<file path="config.mk">
export PLATFORM = sky130hd
export DESIGN_NAME = dmem_arbiter
export DESIGN_NICKNAME = d
export VERILOG_FILES = /design/src/rtl/dmem_arbiter.sv
export SDC_FILE = /design/constraint.sdc
export NUM_CORES = 1
export LEC_CHECK = 0
export ABC_AREA = 0
export CORE_MARGIN = 5
export CORE_UTILIZATION = 25
export DETAILED_ROUTE_END_ITERATION = 8
export GPL_TIMING_DRIVEN = 0
export PLACE_DENSITY_LB_ADDON = 0.1
export SLEW_MARGIN = 20
export SYNTH_ARGS = -nofsm -noshare
export SYNTH_HDL_FRONTEND = slang
export SYNTH_SLANG_ARGS = --single-unit
export TNS_END_PERCENT = 50
</file>
<file path="constraint.sdc">
create_clock -name clk -period 2.1 [get_ports clk]
set_clock_uncertainty 0.1 [all_clocks]
set_input_delay 0.525 -clock clk [delete_from_list [all_inputs] [get_ports clk]]
set_output_delay 0.525 -clock clk [all_outputs]
set_load 0.02 [all_outputs]
</file>
<file path="src/rtl/dmem_arbiter.sv">
// Two-requester arbiter for a single-port data memory; every access is a fixed 3-cycle IDLE/ACCESS/DONE transaction.
// The losing requester is stalled by holding req until its done pulse; requests are only looked at in IDLE.
module dmem_arbiter #(
    parameter bit RR = 1'b1
) (
    input  logic        clk,
    input  logic        reset,
    input  logic        req0,
    input  logic        req1,
    input  logic        we0,
    input  logic        we1,
    input  logic [31:0] addr0,
    input  logic [31:0] addr1,
    input  logic [31:0] wdata0,
    input  logic [31:0] wdata1,
    output logic        gnt0,
    output logic        gnt1,
    output logic        done0,
    output logic        done1,
    output logic        err,
    output logic [31:0] rdata,
    output logic        mem_we,
    output logic [31:0] mem_a,
    output logic [31:0] mem_wd,
    input  logic [31:0] mem_rd
);

    typedef enum logic [1:0] {
        IDLE   = 2'd0,
        ACCESS = 2'd1,
        DONE   = 2'd2
    } state_t;

    state_t      state;
    state_t      state_nxt;
    logic        ptr;
    logic        win;
    logic        win_nxt;
    logic        lat_we;
    logic [31:0] lat_addr;
    logic [31:0] lat_wdata;
    logic        aligned;

    assign aligned = (lat_addr[1:0] == 2'b00);

    always_comb begin
        state_nxt = state;
        win_nxt   = win;
        mem_we    = 1'b0;
        mem_a     = 32'h0;
        mem_wd    = 32'h0;
        case (state)
            IDLE: begin
                if (req0 || req1) begin
                    state_nxt = ACCESS;
                    if (req0 && req1) begin
                        win_nxt = RR ? ptr : 1'b0;
                    end else begin
                        win_nxt = req1;
                    end
                end
            end
            ACCESS: begin
                state_nxt = DONE;
                // Gate with reset so an abort on this edge cannot commit the write.
                mem_we    = lat_we && aligned && !reset;
                mem_a     = lat_addr;
                mem_wd    = lat_wdata;
            end
            DONE:    state_nxt = IDLE;
            default: state_nxt = IDLE;
        endcase
    end

    always_ff @(posedge clk) begin
        if (reset) begin
            state     <= IDLE;
            ptr       <= 1'b0;
            win       <= 1'b0;
            lat_we    <= 1'b0;
            lat_addr  <= 32'h0;
            lat_wdata <= 32'h0;
            gnt0      <= 1'b0;
            gnt1      <= 1'b0;
            done0     <= 1'b0;
            done1     <= 1'b0;
            err       <= 1'b0;
            rdata     <= 32'h0;
        end else begin
            state <= state_nxt;
            win   <= win_nxt;
            gnt0  <= (state_nxt == ACCESS) && !win_nxt;
            gnt1  <= (state_nxt == ACCESS) && win_nxt;
            done0 <= (state == ACCESS) && !win;
            done1 <= (state == ACCESS) && win;
            err   <= (state == ACCESS) && !aligned;
            if (state == IDLE && state_nxt == ACCESS) begin
                lat_we    <= win_nxt ? we1    : we0;
                lat_addr  <= win_nxt ? addr1  : addr0;
                lat_wdata <= win_nxt ? wdata1 : wdata0;
            end
            if (state == ACCESS) begin
                rdata <= (!lat_we && aligned) ? mem_rd : 32'h0;
            end
            if (state == DONE && RR) begin
                ptr <= !win;
            end
        end
    end

endmodule

</file>
### Yosys cells after proc, flatten, opt, wreduce, memory -nomap -nowiden

Cells that the tools add are included.

* equality and inequality tests: 3
* reduce and logical (&&, ||, !) cells: 18
* muxes and demuxes: 12

Operators with widths (number)
* $mux 32: 5
* $logic_and 1x1->1: 10
* $logic_not 1->1: 5
* $mux 1: 5
* $eq 2x1->1 const B: 2
* $logic_not 2->1: 2
* $pmux 2 s2: 1
* $eq 2x2->1 const B: 1
* $mux 2: 1
* $logic_or 1x1->1: 1

* logic and storage cells: 45
* bits in registers: 106
* bits of input ports: 166

### Logic depth before layout (Yosys ltp)

Gate-level depths: netlist (run 1).

* word-level depth: 6
* gate-level depth with buffers: 5
* mapped depth without buffers: 3

### Worst setup path before layout (run 1)

No wires, ideal clock.

* path kind: register -> output
* start point: reg state[0]
* end point: out mem_a[0]
* slack: 0.289 ns
* required time: 1.475 ns
* stages on the path, launching flop included: 5
* arrival: 1.186 ns
* path through: dfxtp_1 -> nor2b_1 -> clkbuf_1 -> clkbuf_1 -> and2_1

* cells in the longest elaborated chain, start to end: 2

Ends and longest elaborated chain
* from (decl): RTL line 34 `state_t state;`
* from (signal assigned): RTL line 90 `state <= state_nxt;`
* $eq 2x1->1: RTL line 52 `case (state)`
* $mux 32: RTL line 52
* to (decl): RTL line 23 `output logic [31:0] mem_a,`

No other way between the ends.

### Worst setup path after layout (run 1)

* start point: reg state[0]
* end point: out mem_a[22]

The elaborated chain is that of the path after synthesis.

==> out/qor.yml, run 1 <==
hold_slack_ps: 393
grt_pass1_wl_um: 33300
path_cells: "nor2b_4 -> clkbuf_16 -> clkbuf_16 -> and2_4 -> buf_6"
slowest_stage: "dfxtp_4"
grt_max_degree: 19
grt_pass1_vias: 5926
hold_viol: 0
path_class: "register to output port"
drt_first_pass_iters: 8
placed_area_um2: 7820
cts_tree: "built"
die_y_um: 149
yosys_warnings: 0
yosysMostFrequentCell: "dfxtp_1"
dp_hpwl_um: 16400
synthTopCellsByArea: "dfxtp_1 (44%), and2_1 (8.4%), a32oi_1 (5.8%)"
synth_seq_cells: 106
via_count: 5673
slew_headroom_pct: 59.7
crit_path_start_kind: "register"
syn2layout_area_growth_pct: 76.1
track_usage_pct: 18.9
yosysTopAreaCell: "dfxtp_1"
ff_latch_area_um2: 2130
grt_overflow: 0
ant_nets: 0
drt-initial-drc-count: 379
r2r.worst_path.cells: 6
root_buffer: "clkbuf_16"
syn_inst: 593
wl_per_cell_um: 18.8
violations: "setup timing"
cap_viol_max_count: 0
min_period_ps: 2110
cpMostUsedCell: "clkbuf_16"
ir_drop_v: 0.000381
timing.final.ws_setup_ps: -9.36
fin_setup_tns_ps: -27.8
fmax_mhz: 474
routed_wl_um: 21400
critPathMaxFanout: 10
layout.nets: 1037
rsz0062_at_grt: "true"
slew_violations: 0
vias_per_cell: 4.99
fill_cells: 1885
clk_path_buf_depth: 2
multi_input_area_um2: 2550
ys_seq_area_share_pct: 43.9
async_flop_share_pct: 0
finalSetupViolCount: 10
path_clk_slew_ps: 70
synth_area_per_cell_um2: 8.14
cts_buffers: 9
num_io_pins: 268
fin_area_um2: 8510
synthAdderAreaFrac_pct: 0
outcome: "finished with violations"
leakagePower_uw: 0.00321
start_util_pct: 25.6
required_ps: 1470
synth_xor_area_share_pct: 0
syn_nets: 759
synth_cell_types: 29
netlist_area_um2: 4830
layout-drive-gt1-share_pct: 21.6
dieWidth_um: 149
synth.top_cell.area_share_pct: 43.9
gp_congestion: 0.825
cts_hold_buffers: 0
htree_levels: 3
synth.mux.area_fraction_pct: 0
hold_class: "register to register"
total_power_uw: 5460
power.density_nw_per_um2: 642
rows: 50
diodes: 0
synth_top_family_by_area: "simple AND/OR/NAND/NOR gates"
synth-main-ff-cell: "dfxtp_1"
cp-end-kind: "output port"
drc: 0
synth_edf_count: 0
yosys.area_share.simple_pct: 26.1
clk-insertion-delay-late_ps: 350
design.die.area_um2: 22200
portBuffers: 266
yosys-top-cells-count: "dfxtp_1 (106), and2_1 (65), nand2_1 (61)"
min_path_cells: 2
critical_path_arrival_ps: 1480
post-route-period-util_pct: 100
numClockSinks: 106
cp_slowest_stage_delay_ps: 370
tightest_slew_ps: 605
utilization_pct: 45.0
antenna_found_initial: 0
synth_compound_area_share_pct: 23.4
core-area_um2: 18900
==> worst max-delay path, delay by kind of cell (launching register included) <==
family        cells  cell delay (ps)
simple gates      2              310
buf+inv           3              460
flops             1              370
==> repair_timing <==
| item | CTS | global route |
|---|---|---|
| gates resized for setup | 432 | 49 |
| endpoints found under the setup margin | 65 | 70 |
| setup buffers | 2 | 0 |
| pin swaps | 13 | 10 |
==> routing by layer <==
layer,GRT usage (%),vias to the layer above,routed length [um]
met4,6.82,0,524
met2,30.5,221,10000
met5,0,-,0
li1,-,2728,-
met1,25.1,2698,9380
met3,3.65,26,1460
==> flip-flops by register name (all words and copies together), names as in the netlist <==
signal,flops
ptr,1
err,1
lat_we,1
lat_wdata,32
done1,1
win,1
rdata,32
gnt0,1
done0,1
gnt1,1
state,2
lat_addr,32
==> layout make-up <==
type                            count  share of cell area (%)
Buffer                             71                    5.28
Multi-Input combinational cell    414                    30.0
Timing Repair Buffer              268                    32.4
Clock buffer                       10                    2.81
Inverter                            1                  0.0441
Tap cell                          260                    3.82
Sequential cell                   106                    25.0
Clock inverter                      6                   0.588
==> worst paths after layout <==
path / to / slack, ps / from
worst max-delay path: mem_a[22] / -9 / state[0]$_SDFF_PP0_
worst max register to register: gnt1$_SDFF_PP0_ / 190 / state[0]$_SDFF_PP0_
worst min register to register: rdata[24]$_SDFFE_PP0P_ / 390 / rdata[24]$_SDFFE_PP0P_
worst min-delay path: rdata[24]$_SDFFE_PP0P_ / 390 / rdata[24]$_SDFFE_PP0P_
==> cells by family after synthesis <==
group | count (synthesis)
simple gates | 247
buf+inv | 73
flops | 106
compound gates | 167
==> where the power goes <==
part           internal (uW)  switching, uW
sequential              2180           95.4
clock                    853            820
combinational            762            747
total                   3800           1660
==> metrics by stage <==
step | setup WS, ps | cells
after floorplan | 289 | 593
after global placement | -743 | 1119
after detailed placement | -798 | 1119
after CTS | -46.6 | 1136
after global routing | -70.2 | 1136
final | -9.36 | 1136
==> cell usage in the layout, fill, tap and decap left out, types with 4 or more instances in the layout <==
cell type,instances
o21ai_0,30
clkbuf_16,15
a311oi_1,30
dfxtp_1,104
clkbuf_1,32
nand3_1,35
a21oi_1,31
clkdlybuf4s50_1,201
nand2_1,61
buf_6,63
nor2_1,37
a32oi_1,32
o21ai_1,5
nand4_1,35
buf_2,28
nor3_1,4
and2_4,58
and2_1,7
a31oi_1,35
No activity file was read; power rests on OpenSTA's default activity.
==> run 2: changes to the inputs <==
CORE_UTILIZATION = 39   (was 25)
==> run 2 against run 1 <==
Effect of this change: the run still ends with setup timing left; die area shrank 34%; clock-buffer cell count is the same; cell count shrank 8.1%; worst hold slack lost 8.2 ps; critical path type unchanged; utilization grew 24 points.
==> out/qor.yml, run 2 (synthesized netlist as in run 1, its figures left out) <==
syn2layout_area_growth_pct: 72.2
rows: 40  # -20%
cp-end-kind: "output port"
min_path_cells: 2  # unchanged
required_ps: 1470  # about the same
violations: "setup timing"
use_met2_pct: 41.6  # +11 points
slew_headroom_pct: 58.6  # -1.0 points
place_ws_ps: -775  # +23.3 ps
critical_path_arrival_ps: 1500  # +20 ps
layout-drive-gt1-share_pct: 20.3  # -1.3 points
start_util_pct: 40.0  # +14 points
antenna_found_initial: 0  # unchanged
cts_buffers: 9  # unchanged
track_usage_pct: 25.0  # +6.2 points
cts_tree: "built"
clk_path_buf_depth: 2  # unchanged
tightest_slew_ps: 620  # +15.2 ps
final_cell_mix: "clkdlybuf4s50_1 (201), dfxtp_1 (104), nand2_1 (61), buf_6 (50), and2_4 (48)"
layout.nets: 1037  # unchanged
grt_pass1_wl_um: 29400  # -12%
ff2ff_setup_slack_ps: 240  # +50 ps
drt_first_pass_iters: 5  # -3
num_io_pins: 268  # unchanged
cap_viol_max_count: 0  # unchanged
design.die.area_um2: 14700  # -34%
dieWidth_um: 121  # -19%
diodes: 0  # unchanged
grt_overflow: 0  # unchanged
fin_setup_tns_ps: -20.4  # +7.40 ps
crit_path_start_kind: "register"
root_buffer: "clkbuf_16"
mostFrequentLayoutCell: "clkdlybuf4s50_1"
drt-initial-drc-count: 634  # +67%
critical_path.startpoint: "state[0]$_SDFF_PP0_"
leakagePower_uw: 0.00319  # -0.63%
worstHoldEndpoint: "rdata[29]$_SDFFE_PP0P_"
power.density_nw_per_um2: 671  # +4.5%
timing.rr.start: "state[0]$_SDFF_PP0_"
routed_wl_um: 19300  # -9.8%
wl_per_cell_um: 18.5  # -1.9%
ir_drop_v: 0.000322  # -16%
outcome: "finished with violations"
met1_usage_pct: 31.6  # +6.6 points
rsz0062_at_grt: "true"
slew_violations: 0  # unchanged
numClockSinks: 106  # unchanged
finalSetupViolCount: 1  # -9
grt_pass1_vias: 5584  # -5.8%
gp_congestion: 0.903  # +9.4%
hold_viol: 0  # unchanged
path_class: "register to output port"
die_y_um: 121  # -19%
min_from: "rdata[29]$_SDFFE_PP0P_"
hold_slack_ps: 384  # -8.23 ps
rr_endpoint: "lat_wdata[6]$_SDFFE_PP0P_"
vias_per_cell: 5.48  # +9.8%
via_count: 5723  # +0.88%
grt_busiest_layer: "met2"
grt_util_met3_pct: 7.04  # +3.4 points
placedCellCount: 1027  # -8.2%
utilization_pct: 69.0  # +24 points
r2r.worst_path.cells: 6  # unchanged
dp_hpwl_um: 14700  # -10%
portBuffers: 266  # unchanged
top_regs: "lat_addr (32), lat_wdata (32), rdata (32)"
ant_nets: 0  # unchanged
htree_levels: 3  # unchanged
core-area_um2: 12100  # -36%
hold_class: "register to register"
grt_max_degree: 18  # -1
min_period_ps: 2120  # +11.0 ps
post-route-period-util_pct: 101  # +0.53 points
timing.final.ws_setup_ps: -20.4  # -11.0 ps
fmax_mhz: 472  # -0.52%
critPathMaxFanout: 10  # unchanged
path_clk_slew_ps: 70  # about the same
instances_no_fill: 1044  # -8.1%
drc: 0  # unchanged
fill_cells: 1010  # -46%
clk-insertion-delay-late_ps: 340  # about the same
-- run 2: worst max-delay path, cell delays in order, from the launching register on --
cell and delay [ps]:
dfxtp_4 370, nor2b_4 180, buf_4 160, clkbuf_8 150
and2_1 150, buf_4 150
-- run 2: per-stage QoR --
step	power, uW	area, um^2
floorplan	2960	4830
global placement	3630	7700
detailed placement	3660	7700
CTS	5570	8270
global route	5820	8320
finish	5580	8320
-- run 2: final cells by class --
cell class / instances / area, um^2 / share of cell area [%]
repair buffers: 268 / 2690 / 32.3
multi-input cells: 414 / 2530 / 30.4
flip-flops and latches: 106 / 2130 / 25.6
plain buffers: 71 / 429 / 5.16
clock buffers: 10 / 239 / 2.87
well taps: 168 / 210 / 2.53
clock inverters: 6 / 90.1 / 1.08
inverters: 1 / 3.75 / 0.0451
-- run 2: worst max-delay path by stage --
stage / end / slack (ps) / depth (start not counted)
floorplan: mem_a[0] / 290 / 4
global placement: mem_a[9] / -710 / 5
detailed placement: mem_a[10] / -770 / 5
CTS: mem_a[15] / -30 / 5
global route: mem_wd[4] / -50 / 5
finish: mem_wd[6] / -20 / 5
-- run 2: routing by layer --
layer	part of all wire [%]	wire [um]
met4	2.4	463
met5	0	0
met3	9.7	1870
met1	40	7690
met2	48	9290
-- run 2: power breakdown --
part,switching (uW),internal [uW],total (uW)
registers,92.4,2180,2270
logic,720,739,1460
clock network,766,1080,1850
total,1580,4000,5580
-- run 2: what timing repair did --
action	4_1_cts	5_1_grt
resized for setup	421	35
setup endpoints to repair	65	70
pin swaps	11	10
gates cloned	1	0
buffers inserted	1	0
hold buffers	0	0
==> run 3: changes to the inputs <==
PLACE_DENSITY = 0.81   (was unset)
PLACE_DENSITY_LB_ADDON = unset   (was 0.1)
==> run 3 against run 2 <==
Effect of this change: the flow now finishes without violations; global-route usage rose by 1.3 points; wire length grew 8.0%; fmax is 1.5% higher; register-to-register slack got worse by 30 ps; utilization increased by 0.31 points; total power decreased by 1.4%; sequential power hardly changed; via count rose by 4.3%; flip-flop and latch count unchanged; worst hold slack better by 6.6 ps; cell count grew 0.48%; sequential share of layout area is 0.11 points lower; largest cell class unchanged.
==> out/qor.yml, run 3 (synthesized netlist as in run 1, its figures left out) <==
syn2layout_area_growth_pct: 73.0
cts_tree: "built"
gp_congestion: 0.893  # -1.2%
leakagePower_uw: 0.00319  # +0.17%
grt_pass1_vias: 5758  # +3.1%
num_io_pins: 268  # unchanged
htree_levels: 3  # unchanged
vias_per_cell: 5.69  # +3.8%
ir_drop_v: 0.000399  # +24%
clk-insertion-delay-late_ps: 350  # about the same
core-area_um2: 12100  # unchanged
layout-drive-gt1-share_pct: 20.2  # -0.12 points
post-route-period-util_pct: 99.5  # -1.5 points
critical_path_arrival_ps: 1460  # -40 ps
portBuffers: 266  # unchanged
required_ps: 1470  # about the same
track_usage_pct: 26.3  # +1.3 points
numClockSinks: 106  # unchanged
root_buffer: "clkbuf_16"
path_clk_slew_ps: 70  # about the same
grt_pass1_wl_um: 30800  # +4.8%
diodes: 0  # unchanged
placedCellCount: 1027  # unchanged
rsz0062_at_grt: "true"
dieWidth_um: 121  # unchanged
min_period_ps: 2090  # -31.1 ps
fill_cells: 970  # -4.0%
slew_headroom_pct: 62.2  # +3.5 points
layout.nets: 1042  # +0.48%
cap_viol_max_count: 0  # unchanged
rows: 40  # unchanged
drt_first_pass_iters: 5  # unchanged
instances_no_fill: 1049  # +0.48%
finalSetupViolCount: 0  # -1
ant_nets: 0  # unchanged
grt_max_degree: 18  # unchanged
tightest_slew_ps: 566  # -54.4 ps
power.density_nw_per_um2: 658  # -1.8%
outcome: "complete, no violations"
drc: 0  # unchanged
final_cell_mix: "clkdlybuf4s50_1 (201), dfxtp_1 (104), nand2_1 (61), buf_6 (60), and2_4 (44)"
hold_viol: 0  # unchanged
antenna_found_initial: 1  # +1
cts_buffers: 9  # unchanged
drt-initial-drc-count: 595  # -6.2%
slew_violations: 0  # unchanged
wl_per_cell_um: 19.9  # +7.4%
hold_slack_ps: 391  # +6.61 ps
via_count: 5968  # +4.3%
dp_hpwl_um: 15500  # +5.2%
design.die.area_um2: 14700  # unchanged
die_y_um: 121  # unchanged
mostFrequentLayoutCell: "clkdlybuf4s50_1"
path_class: "register to output port"
top_regs: "lat_addr (32), lat_wdata (32), rdata (32)"
clk_path_buf_depth: 2  # unchanged
start_util_pct: 40.0  # unchanged
critPathMaxFanout: 9  # -1
cp-end-kind: "output port"
fmax_mhz: 479  # +1.5%
routed_wl_um: 20800  # +8.0%
hold_class: "register to register"
grt_overflow: 0  # unchanged
crit_path_start_kind: "register"
==> run 3: metrics by stage <==
| step | setup TNS [ps] | utilization, % | area [um^2] | power (uW) | worst slack [ps] |
|---|---|---|---|---|---|
| after floorplan | 0 | - | 4830 | 2960 | 289 |
| after global placement | -42730 | 63.9 | 7700 | 3630 | -665 |
| after detailed placement | -49320 | 63.9 | 7700 | 3670 | -729 |
| after CTS | -773 | 68.1 | 8220 | 5440 | -32.2 |
| after global routing | -1560 | 69.3 | 8360 | 5720 | -45.0 |
| final | 0 | 69.3 | 8360 | 5500 | 10.7 |
==> run 3: per-layer routing <==
layer	track usage [%]	part of all wire, %
met4	10.8	3.9
met2	44.8	48
met5	0	0.062
met1	32.5	39
met3	4.94	9.2
==> run 3: worst max-delay path, stage by stage, from the launching register on <==
cell and delay (ps):
dfxtp_4 350, nor2b_4 190, buf_12 170, buf_4 140
and2_1 140, buf_6 130
==> run 3: repair_timing <==
action / CTS / global route
pin swaps: 14 / 3
hold buffers: 0 / 0
setup endpoints to repair: 65 / 70
cloned: 2 / 3
resized for setup: 416 / 41
buffers inserted: 1 / 1
==> run 3: where the power goes <==
| group | internal [uW] | switching, uW | total, uW | leakage, uW |
|---|---|---|---|---|
| logic | 753 | 755 | 1510 | 0.00218 |
| registers | 2180 | 97.5 | 2280 | 0.000872 |
| clock network | 957 | 757 | 1710 | 0.000141 |
| total | 3890 | 1610 | 5500 | 0.00319 |
==> run 3: cell type report <==
cell class	count	area [um^2]	share of cell area (%)
Multi-Input combinational cell	414	2520	30.1
Buffer	71	422	5.05
Inverter	1	3.75	0.0449
Clock buffer	10	239	2.86
Tap cell	168	210	2.52
Timing Repair Buffer	273	2770	33.2
Sequential cell	106	2130	25.5
Clock inverter	6	66.3	0.794
==> run 3: path summary, 6_finish.rpt <==
kind,from,to,slack [ps],cells past startpoint
setup / recovery,state[0]$_SDFF_PP0_,mem_wd[6],10,5
hold / removal,rdata[18]$_SDFFE_PP0P_,rdata[18]$_SDFFE_PP0P_,390,2
setup reg to reg,state[0]$_SDFF_PP0_,lat_wdata[17]$_SDFFE_PP0P_,210,6
hold reg to reg,rdata[18]$_SDFFE_PP0P_,rdata[18]$_SDFFE_PP0P_,390,2
